### src/rtl/vga_text_ctrl.sv
// Text-mode terminal controller: turns an ASCII byte stream into char RAM
// writes, tracks the cursor, scrolls/clears by copying in RAM, blinks cursor.
module vga_text_ctrl #(
  parameter int unsigned COLS      = 70,
  parameter int unsigned ROWS      = 30,
  parameter int unsigned BLINK_DIV = 25000000
) (
  input  logic        pclk,
  input  logic        rst,
  input  logic        in_valid,
  input  logic [7:0]  in_char,
  output logic        in_ready,
  output logic        wr_en,
  output logic [11:0] wr_addr,
  output logic [7:0]  wr_data,
  output logic [11:0] rd_addr,
  input  logic [7:0]  rd_data,
  output logic [6:0]  h_cur,
  output logic [4:0]  v_cur,
  output logic        cursor_blink,
  output logic        busy
);

  localparam int unsigned BW       = (BLINK_DIV > 1) ? $clog2(BLINK_DIV) : 1;
  localparam logic [6:0]  LAST_COL = 7'(COLS - 1);
  localparam logic [4:0]  LAST_ROW = 5'(ROWS - 1);
  localparam logic [4:0]  LAST_DST = 5'(ROWS - 2);
  localparam logic [7:0]  SPACE    = 8'h20;

  typedef enum logic [2:0] {
    CLEAR, IDLE, EXEC, SCROLL_RD, SCROLL_WR, SCROLL_CLR
  } state_t;

  state_t         state;
  state_t         exec_next;
  logic [4:0]     row_ptr;
  logic [6:0]     col_ptr;
  logic [BW-1:0]  blink_cnt;
  logic           is_print_c;
  logic           newline_c;

  assign in_ready = (state == IDLE);
  assign busy     = ~in_ready;

  assign is_print_c = (in_char >= 8'h20) && (in_char <= 8'h7E);
  assign newline_c  = (in_char == 8'h0A) || (is_print_c && (h_cur == LAST_COL));

  // Byte decode happens on the accept edge so the write and cursor move are
  // visible during EXEC; EXEC then dispatches to the follow-up state.
  always_ff @(posedge pclk or negedge rst) begin
    if (!rst) begin
      state     <= CLEAR;
      exec_next <= IDLE;
      row_ptr   <= '0;
      col_ptr   <= '0;
      h_cur     <= '0;
      v_cur     <= '0;
      wr_en     <= 1'b0;
      wr_addr   <= '0;
      wr_data   <= '0;
      rd_addr   <= '0;
    end else begin
      wr_en <= 1'b0;
      case (state)
        CLEAR: begin
          wr_en   <= 1'b1;
          wr_addr <= {row_ptr, col_ptr};
          wr_data <= SPACE;
          if (col_ptr == LAST_COL) begin
            col_ptr <= '0;
            if (row_ptr == LAST_ROW) begin
              row_ptr <= '0;
              state   <= IDLE;
            end else begin
              row_ptr <= row_ptr + 5'd1;
            end
          end else begin
            col_ptr <= col_ptr + 7'd1;
          end
        end

        IDLE: begin
          if (in_valid) begin
            state     <= EXEC;
            exec_next <= IDLE;
            if (is_print_c) begin
              wr_en   <= 1'b1;
              wr_addr <= {v_cur, h_cur};
              wr_data <= in_char;
              h_cur   <= (h_cur == LAST_COL) ? 7'd0 : h_cur + 7'd1;
            end else begin
              case (in_char)
                8'h0A, 8'h0D: h_cur <= '0;
                8'h08: begin
                  if (h_cur != 7'd0) begin
                    h_cur   <= h_cur - 7'd1;
                    wr_en   <= 1'b1;
                    wr_addr <= {v_cur, h_cur - 7'd1};
                    wr_data <= SPACE;
                  end else if (v_cur != 5'd0) begin
                    h_cur   <= LAST_COL;
                    v_cur   <= v_cur - 5'd1;
                    wr_en   <= 1'b1;
                    wr_addr <= {v_cur - 5'd1, LAST_COL};
                    wr_data <= SPACE;
                  end
                end
                8'h0C: begin
                  h_cur     <= '0;
                  v_cur     <= '0;
                  exec_next <= CLEAR;
                end
                default: ;
              endcase
            end
            if (newline_c) begin
              if (v_cur != LAST_ROW) v_cur <= v_cur + 5'd1;
              else exec_next <= SCROLL_RD;
            end
          end
        end

        EXEC: begin
          state   <= exec_next;
          row_ptr <= '0;
          col_ptr <= '0;
          rd_addr <= {5'd1, 7'd0};
        end

        SCROLL_RD: state <= SCROLL_WR;

        // rd_data belongs to the address presented during SCROLL_RD
        SCROLL_WR: begin
          wr_en   <= 1'b1;
          wr_addr <= {row_ptr, col_ptr};
          wr_data <= rd_data;
          state   <= SCROLL_RD;
          if (col_ptr == LAST_COL) begin
            col_ptr <= '0;
            if (row_ptr == LAST_DST) begin
              state <= SCROLL_CLR;
            end else begin
              row_ptr <= row_ptr + 5'd1;
              rd_addr <= {row_ptr + 5'd2, 7'd0};
            end
          end else begin
            col_ptr <= col_ptr + 7'd1;
            rd_addr <= {row_ptr + 5'd1, col_ptr + 7'd1};
          end
        end

        SCROLL_CLR: begin
          wr_en   <= 1'b1;
          wr_addr <= {LAST_ROW, col_ptr};
          wr_data <= SPACE;
          if (col_ptr == LAST_COL) begin
            col_ptr <= '0;
            state   <= IDLE;
          end else begin
            col_ptr <= col_ptr + 7'd1;
          end
        end

        default: state <= CLEAR;
      endcase
    end
  end

  // Free-running blink phase divider
  always_ff @(posedge pclk or negedge rst) begin
    if (!rst) begin
      blink_cnt    <= '0;
      cursor_blink <= 1'b0;
    end else if (blink_cnt == BW'(BLINK_DIV - 1)) begin
      blink_cnt    <= '0;
      cursor_blink <= ~cursor_blink;
    end else begin
      blink_cnt <= blink_cnt + BW'(1);
    end
  end

endmodule

### config.mk
export PLATFORM = sky130hd
export DESIGN_NAME = vga_text_ctrl
export DESIGN_NICKNAME = d
export VERILOG_FILES = /design/src/rtl/vga_text_ctrl.sv
export SDC_FILE = /design/constraint.sdc
export NUM_CORES = 1
export LEC_CHECK = 0
export ABC_AREA = 1
export CAP_MARGIN = 30
export CORE_MARGIN = 2
export CORE_UTILIZATION = 42
export DETAILED_ROUTE_END_ITERATION = 8
export GPL_ROUTABILITY_DRIVEN = 0
export PLACE_DENSITY_LB_ADDON = 0.05
export RECOVER_POWER = 50
export SLEW_MARGIN = 40
export SYNTH_ARGS = -nofsm -noshare
export SYNTH_HDL_FRONTEND = slang
export SYNTH_SLANG_ARGS = --single-unit
export TNS_END_PERCENT = 100
### constraint.sdc
create_clock -name pclk -period 1.7 [get_ports pclk]
set_input_delay 0.17 -clock pclk [delete_from_list [all_inputs] [get_ports pclk]]
set_output_delay 0.17 -clock pclk [all_outputs]
set_load 0.05 [all_outputs]
==> reports/qor.yml <==
status:
  status: "finished clean"
global_route:
  grtUsageTotal: 0.225
  antenna_found_initial: 0
  grt_start_max_net_pins: 54
  first_global_vias: 5167
  grt.overflow.total: 0
  grt_pass1_wl_um: 25300
pwr:
  p_int_w: 0.00659
  seqPwrFrac: 0.246
  power_density_mw_per_mm2: 1690
  swShare: 0.484
  p_clk_frac: 0.151
  vdd_drop_max_mv: 1.02
  switching_power_w: 0.00619
  leakagePower_nw: 3.85
  combPwrFrac: 0.603
routing:
  post_drt_wl_per_cell_um: 14.6
  routed_wl_um: 15800
  drt-pass1-iter-count: 5
  via_count: 5464
  drt_iter0_drc: 390
  via_per_inst: 5.06
  ant_nets: 0
  drc: 0
worst_setup_path:
  crit_top_cell: "nand2_1"
  start_kind: "flop"
  crit_fanout: 5
  path_class: "reg -> reg"
  path_cells: "inv_4 > ha_4 > nand2_2 > nor2_4 > inv_2 > o21ai_2 > nand2_1 > nand2_2 > nand2_4 > buf_4 > nand2_1 > nand2_1"
  reg2reg_slack_ns: 0.0001
  crit_path_top_delay_cell: "dfrtp_2"
  endpoint_kind: "flop"
  arrival_ns: 1.94
  cp.required_ns: 1.94
  cpLargestDelayFamily: "simple AND/OR/NAND/NOR gates"
  max_stage_delay_ns: 0.45
  path_buf_inv: 3
timing:
  slew_headroom: 0.588
  fin_ws_ns: 0.000115
  finalSetupViolCount: 0
  rsz0062_at_grt: "true"
  hold_viol_final: 0
  period_share: 1.00
  fin_skew_ns: 0.00705
  whs_ns: 0.369
  fin_crit_ns: 1.70
  tightest_slew_ns: 0.618
  drv_slew: 0
  clock.fmax_mhz: 588
synth:
  synth_common_cells: "nand2_1, dfrtp_1, inv_1, nand3_1, nor2_1"
  synth-edff-count: 0
  synth.avg_cell_area_um2: 7.40
  synth_area_mm2: 0.00545
  synth.top_cells.by_area: "dfrtp_1, nand2_1, nand3_1"
  synth_ff_type: "dfrtp_1"
  synthesis.nets: 770
  yosysMostFrequentCell: "nand2_1"
  synth_async_sr_flop_share: 1.00
  synthesis.instances: 736
  synth_top_area_frac: 0.400
  ys_seq_area_frac: 0.405
  ys_ff_latch: 88
  yosys_warnings: 0
  synthDistinctLibCells: 39
  yosys.area.top_type: "dfrtp_1"
hold_path:
  hp-class: "in -> async"
final_layout:
  layout.nets: 936
  syn2layout_area_growth_pct: 39.3
  antenna_cells: 0
  drive_gt1_frac: 0.283
  nFillCells: 1204
  stdcell_count: 1079
die:
  initial_core_util: 0.431
  ios: 67
  rows: 41
  dieHeight_um: 118
  die_w_um: 118
  dieArea_mm2: 0.0139
  core_mm2: 0.0126
clocking:
  clock-root-buffer: "clkbuf_16"
  path_clk_slew_ns: 0.07
  clock_latency_ns: 0.34
  cts_buffer_depth: 2
  cts_tree: "done"
  cts_max_level: 3
  cts_buffers: 9
  cts_sinks: 88
placed_design:
  dpl.cell_count: 1043
  portBuffers: 66
  dpl.hpwl_um: 11900
  place_ws_ns: -0.136
job:
  cap_viol_max_count: 0
==> kinds of logic after synthesis <==
family / synth area share
compound gates: 0.0905
xor+xnor: 0.0611
fa+ha+maj: 0.0345
buf+inv: 0.0825
flops: 0.405
simple gates: 0.327
==> area by class of cell <==
class,count,area (um^2),area share
flip-flops and latches,88,2220,0.293
multi-input cells,546,3060,0.403
repair buffers,172,1470,0.193
inverters,85,342,0.0450
clock buffers,12,256,0.0338
clock inverters,4,28.8,0.00379
well taps,172,215,0.0284
==> per-layer routing <==
layer	track usage	wire [um]
met5	0	0
met4	0.0851	333
met3	0.0266	614
met2	0.358	7520
met1	0.314	7320
==> power groups by stage <==
| stage | Clock (W) | Sequential, W | Combinational [W] |
|---|---|---|---|
| after floorplan | 0 | 0.00451 | 0.00317 |
| after global placement | 0 | 0.00316 | 0.00682 |
| after detailed placement | 0 | 0.00317 | 0.00692 |
| after CTS | 0.00195 | 0.00313 | 0.00700 |
| after global routing | 0.00203 | 0.00322 | 0.00833 |
| final | 0.00193 | 0.00314 | 0.00771 |
==> cells in the final DEF, fill, tap and decap left out, drive strengths merged <==
master	instances
xor2	32
clkbuf	14
clkinv	2
dlygate4sd3	1
nand2	223
dfrtp	87
nand4	12
clkinvlp	2
and3	1
o22ai	13
nor2	78
dlygate4sd2	2
inv	85
nor3	16
nand3	71
buf	138
o31ai	3
a21oi	17
or2	1
ha	15
nor4	3
o21a	1
o21ai	44
o2111ai	1
o211ai	8
nand3b	1
dfstp	1
xnor2	6
clkdlybuf4s50	20
dlymetal6s2s	9
==> through the flow <==
| step | power (W) | area (um^2) | TNS (ns) | utilization |
|---|---|---|---|---|
| after floorplan | 0.00768 | 5500 | -0.0104 | - |
| after global placement | 0.00999 | 6830 | -2.11 | 0.541 |
| after detailed placement | 0.0101 | 6830 | -3.54 | 0.541 |
| after CTS | 0.0121 | 7160 | 0 | 0.567 |
| after global routing | 0.0136 | 7580 | -1.88 | 0.601 |
| final | 0.0128 | 7580 | 0 | 0.601 |
==> path summary, 6_finish.rpt <==
kind,start,end,depth (start not counted)
worst max register to register,h_cur[0]$_DFFE_PN0P_,wr_addr[2]$_DFFE_PN0P_,12
worst min-delay path,rst,wr_data[7]$_DFFE_PN0P_,2
worst max-delay path,h_cur[0]$_DFFE_PN0P_,wr_addr[2]$_DFFE_PN0P_,12
max in group asynchronous,rst,h_cur[1]$_DFFE_PN0P_,3
worst min register to register,cursor_blink$_DFFE_PN0N_,cursor_blink$_DFFE_PN0N_,1
min in group pclk,rd_data[7],wr_data[7]$_DFFE_PN0P_,3
==> timing repair <==
| item | in CTS | in global routing |
|---|---|---|
| hold buffers | 1 | 0 |
| endpoints found under the setup margin | 42 | 79 |
| pin swaps | 0 | 22 |
| hold endpoints to repair | 20 | 0 |
| buffers inserted | 2 | 14 |
| resized for setup | 7 | 88 |
| gates cloned | 0 | 3 |
==> state kept, by name, indices dropped and copies added (netlist names) <==
name	flops
blink_cnt	25
col_ptr	7
cursor_blink	1
exec_next	2
h_cur	7
rd_addr	12
row_ptr	5
state	3
v_cur	5
wr_addr	12
wr_data	8
wr_en	1
Power figures use the tool's default switching activity.
